`src/rtl/anim_seq.sv`:
```
// ---------------------------------------------------------------------------
// anim_seq -- frame-by-frame LED animation sequencer.
//
// Steps a 7-bit frame address through a combinational frame ROM. For each
// frame it spends one LOAD cycle, in which the ROM pattern is captured into
// the LED register, and then period+1 SHOW cycles. Frames can play upward or
// downward, once or in an endless loop.
//
// Ports:
//   i_clk     system clock, all state changes on the rising edge
//   i_rst     synchronous active-high reset
//   i_start   start playback; only acted on in IDLE
//   i_stop    abort playback; wins over start and frame advance
//   i_dir     0 = ascending frames, 1 = descending (latched at start)
//   i_loop    1 = replay forever, 0 = play once (latched at start)
//   i_period  SHOW length minus one, in cycles (latched at start)
//   o_addr    registered frame index to the frame ROM
//   i_pat     active-low LED pattern from the ROM for o_addr, same cycle
//   o_led     registered active-low LED drive, 7'h7F = all off
//   o_busy    high in LOAD and SHOW
//   o_done    one-cycle pulse when a play-once run completes
// ---------------------------------------------------------------------------
module anim_seq #(
  parameter int FRAMES = 128,
  parameter int DIV_W  = 16
) (
  input  logic             i_clk,
  input  logic             i_rst,
  input  logic             i_start,
  input  logic             i_stop,
  input  logic             i_dir,
  input  logic             i_loop,
  input  logic [DIV_W-1:0] i_period,
  output logic [6:0]       o_addr,
  input  logic [6:0]       i_pat,
  output logic [6:0]       o_led,
  output logic             o_busy,
  output logic             o_done
);

  localparam logic [6:0] LAST    = 7'(FRAMES - 1);
  localparam logic [6:0] LED_OFF = 7'h7F;

  typedef enum logic [1:0] {
    S_IDLE = 2'd0,
    S_LOAD = 2'd1,
    S_SHOW = 2'd2,
    S_DONE = 2'd3
  } state_t;

  state_t           r_state, w_state;
  logic [6:0]       r_addr, w_addr;
  logic [6:0]       r_led, w_led;
  logic [DIV_W-1:0] r_div, w_div;
  logic             r_dir, w_dir;
  logic             r_loop, w_loop;
  logic [DIV_W-1:0] r_period, w_period;

  // Last frame of the run depends on the latched direction.
  logic w_last;
  assign w_last = r_dir ? (r_addr == 7'd0) : (r_addr == LAST);

  always_comb begin
    w_state  = r_state;
    w_addr   = r_addr;
    w_led    = r_led;
    w_div    = r_div;
    w_dir    = r_dir;
    w_loop   = r_loop;
    w_period = r_period;

    case (r_state)
      S_IDLE: begin
        w_addr = 7'd0;
        if (i_start && !i_stop) begin
          w_state  = S_LOAD;
          w_addr   = i_dir ? LAST : 7'd0;
          w_dir    = i_dir;
          w_loop   = i_loop;
          w_period = i_period;
        end
      end
      S_LOAD: begin
        if (i_stop) begin
          w_state = S_IDLE;
          w_addr  = 7'd0;
          w_led   = LED_OFF;
        end else begin
          w_state = S_SHOW;
          w_led   = i_pat;
          w_div   = '0;
        end
      end
      S_SHOW: begin
        if (i_stop) begin
          w_state = S_IDLE;
          w_addr  = 7'd0;
          w_led   = LED_OFF;
        end else if (r_div == r_period) begin
          if (!w_last) begin
            w_state = S_LOAD;
            w_addr  = r_dir ? r_addr - 7'd1 : r_addr + 7'd1;
          end else if (r_loop) begin
            w_state = S_LOAD;
            w_addr  = r_dir ? LAST : 7'd0;
          end else begin
            w_state = S_DONE;
          end
        end else begin
          // Cannot wrap: the compare above catches r_div == r_period first.
          w_div = r_div + 1'b1;
        end
      end
      S_DONE: begin
        w_state = S_IDLE;
        w_addr  = 7'd0;
        if (i_stop) w_led = LED_OFF;
      end
      default: begin
        w_state = S_IDLE;
        w_addr  = 7'd0;
      end
    endcase
  end

  always_ff @(posedge i_clk) begin
    if (i_rst) begin
      r_state  <= S_IDLE;
      r_addr   <= 7'd0;
      r_led    <= LED_OFF;
      r_div    <= '0;
      r_dir    <= 1'b0;
      r_loop   <= 1'b0;
      r_period <= '0;
    end else begin
      r_state  <= w_state;
      r_addr   <= w_addr;
      r_led    <= w_led;
      r_div    <= w_div;
      r_dir    <= w_dir;
      r_loop   <= w_loop;
      r_period <= w_period;
    end
  end

  assign o_addr = r_addr;
  assign o_led  = r_led;
  assign o_busy = (r_state == S_LOAD) || (r_state == S_SHOW);
  // A stop landing in the DONE cycle suppresses the completion pulse.
  assign o_done = (r_state == S_DONE) && !i_stop;

endmodule

```
`config.mk`:
```
export PLATFORM = sky130hd
export DESIGN_NAME = anim_seq
export DESIGN_NICKNAME = d
export VERILOG_FILES = /design/src/rtl/anim_seq.sv
export SDC_FILE = /design/constraint.sdc
export NUM_CORES = 1
export LEC_CHECK = 0
export BUFFER_PORTS_ARGS = -buffer_cell sky130_fd_sc_hd__buf_4
export CORE_MARGIN = 3
export CORE_UTILIZATION = 50
export CTS_BUF_LIST = sky130_fd_sc_hd__clkbuf_8 sky130_fd_sc_hd__clkbuf_16
export DETAILED_ROUTE_END_ITERATION = 8
export GPL_TIMING_DRIVEN = 1
export PLACE_DENSITY = 0.75
export SLEW_MARGIN = 5
export SYNTH_ARGS = -nofsm -noshare
export SYNTH_HDL_FRONTEND = slang
export SYNTH_SLANG_ARGS = --single-unit
```
`constraint.sdc`:
```
create_clock -name i_clk -period 1.9 [get_ports i_clk]
set_input_delay 0.095 -clock i_clk [delete_from_list [all_inputs] [get_ports i_clk]]
set_output_delay 0.095 -clock i_clk [all_outputs]
set_load 0.03 [all_outputs]
```
==> results.ini <==
[detailed_routing]
wl_per_cell_um=13.5
routed-wl-met2_um=2770
detail-route-antenna-nets=0
vias=2487
drtIter0Drc=239
highest_layer=met4
wl_met3_um=384
drcViolationCount=0
wl_met1_um=3020
wl_um=6230
avgViaCountPerCell=5.39
first_pass_iters=4

[logic_synthesis]
synthArstFlopShare=0
netlist_top_cells_count=nand2_1, dfxtp_1, a21oi_1, xor2_1, nor2_1
yosysWarnings=0
synth_top_cell_area_share=0.388
synth_fp_nets=351
syn_inst=310
synth_edf_count=0
avgSynthCellArea_um2=8.31
ys.flop_type=dfxtp_1
synth_most_common_cell=nand2_1
yosysSeqAreaShare=0.388
ys_top_cells_by_area=dfxtp_1, nand2_1, xor2_1, a21oi_1, ha_1
synth_area_mm2=0.00258
yosys.cell_types.count=48
yosysTopAreaCell=dfxtp_1
synth_seq_cells=50

[worst_setup_path]
cp_num_buf_inv=0
r2r_slack_ps=-110
critPathMaxStageDelay_ps=540
path_cells=or4_4 -> nor4b_4 -> o211a_1 -> o21bai_4 -> and2_4 -> a311oi_2
reg2reg_from=o_addr[0]$_SDFFE_PP0P_
critPathKind=reg -> reg
critPathArrivalTime_ps=2230
critPathLaunchType=flop
cp_max_fo=9
r2r_end=o_addr[4]$_SDFFE_PP0P_
crit_required_ps=2120
slowest_stage=or4_4
reg2reg_depth=6
end_kind=flop
critPathTopFamily=simple AND/OR/NAND/NOR gates

[pwr]
cellLeakagePower_nw=1.51
pwr_density_cell_mw_per_mm2=661
max-vdd-ir-drop_mv=0.640
finalPower_w=0.00227

[cts]
clkTransAtPathRegs_ps=90
cts_tree=yes
clockRootBuffer=clkbuf_8
cts_max_level=2
clockBufferDepth=2
cts.sinks=50
cts_made_buffers=5
worstSkewPairLatency_ps=310

[hold_path]
hp-start=i_pat[3]
hold_path_depth=3
hold_end=o_led[3]$_SDFFE_PP1P_
hp-class=in -> reg

[placement]
routabilityCongestion=0.848
place_ws_ps=-136
portBuffers=44
dp_hpwl_um=4630
placed_area_mm2=0.00324
dp.cells=446

[final_layout]
diodes=0
final_cells=461
layout-drive-gt1-share=0.279
fill_cells=384
multi_input_area_mm2=0.00157
fin_nets=434
syn2layout_area_growth_pct=33.0
final_area_mm2=0.00343
final_core_util=0.707
seq_area_mm2=0.00101

[timing]
fmax_mhz=496
drv_slew=0
worst_slack_ps=-114
period_needed_ps=2010
setup_viol=7
relSlewSlack=0.751
grt_setup_unrepaired=yes
hold_viol=0
period_share=1.06
skew_ps=6.14
tightestPinTransition_ps=369

[floorplan]
start_util=0.532
dieWidth_um=77.8
die_area_mm2=0.00605
core_area_mm2=0.00485
io_pins=45
floorplan.rows=25
fp.dieH_um=77.8

[global_route]
overflow=0
grt_pass1_wl_um=10600
antenna_found_initial=0
grt_pass1_vias=2327
grtUsageTotal=0.217
grt_max_degree=32

[status]
violations=negative setup slack
outcome=complete, but fails checks

[run]
cap_violations=0

[repair_timing]
action                                  in CTS  in global routing
endpoints found under the setup margin       7                 17
endpoints found under the hold margin        6                  0
gates resized for setup                      3                  7
pin swaps                                    2                  6
hold buffers                                 6                  0
buffers inserted                             0                  1
[flip-flops by register name (all words and copies together) (netlist names)]
register and count:
o_addr 7, r_period 16, r_div 16, r_state 2, r_loop 1, o_led 7, r_dir 1
[worst max path at each step]
stage	startpoint	end	slack [ps]	depth (start not counted)
finish	o_addr[0]$_SDFFE_PP0P_	o_addr[4]$_SDFFE_PP0P_	-110	6
CTS	o_addr[0]$_SDFFE_PP0P_	o_addr[4]$_SDFFE_PP0P_	-140	6
global placement	o_addr[0]$_SDFFE_PP0P_	o_addr[1]$_SDFFE_PP0P_	-60	6
detailed placement	o_addr[0]$_SDFFE_PP0P_	o_addr[4]$_SDFFE_PP0P_	-140	6
floorplan	o_addr[0]$_SDFFE_PP0P_	o_addr[2]$_SDFFE_PP0P_	-60	6
global route	o_addr[0]$_SDFFE_PP0P_	o_addr[0]$_SDFFE_PP0P_	-200	6
[power breakdown]
part / internal, W / leakage [nW] / switching [W]
Clock: 0.000255 / 0.0493 / 0.000362
Combinational: 0.000250 / 1.05 / 0.000274
Sequential: 0.00109 / 0.409 / 0.0000332
Total: 0.00160 / 1.51 / 0.000669
[cells by family after synthesis]
family	count (synthesis)	synth area share
AOI/OAI and AO/OA	72	0.175
and+or+nand+nor	129	0.245
adders and majority gates	12	0.0612
xor gates and xnor gates	29	0.0985
buffers and inverters	16	0.0238
muxes	2	0.00825
DFF	50	0.388
[worst reg2reg max path, cell delays in order (launching register included)]
cell      delay [ps]
dfxtp_4          350
or4_4            540
nor4b_4          310
o211a_1          230
o21bai_4         110
and2_4           190
a311oi_2         210
[routing by layer]
| metal | track usage | up-vias |
|---|---|---|
| li1 | - | 1255 |
| met1 | 0.303 | 1133 |
| met2 | 0.341 | 90 |
| met3 | 0.0464 | 9 |
| met4 | 0.0552 | 0 |
| met5 | 0 | - |
[area by class of cell]
class,instances,area share
flip-flops and latches,50,0.295
repair buffers,85,0.191
clock buffers,5,0.0201
well taps,67,0.0245
multi-input cells,244,0.458
clock inverters,3,0.00511
inverters,7,0.00766
[per-stage QoR]
step	hold slack [ps]	setup TNS, ps
2_1_floorplan	219	-313
3_3_place_gp	304	-317
3_5_place_dp	310	-668
4_1_cts	7.43	-840
5_1_grt	8.94	-1410
6_report	13.7	-624
[cell usage in the layout (no fill, tap or decap), types with 9 or more instances in the layout]
| cell | count |
|---|---|
| xor2_1 | 24 |
| a21oi_1 | 32 |
| nand2_1 | 57 |
| buf_4 | 79 |
| ha_1 | 11 |
| nand3_1 | 9 |
| dfxtp_1 | 45 |
| o21ai_0 | 9 |
| nor2_1 | 20 |
(Power assumes the default switching activity.)
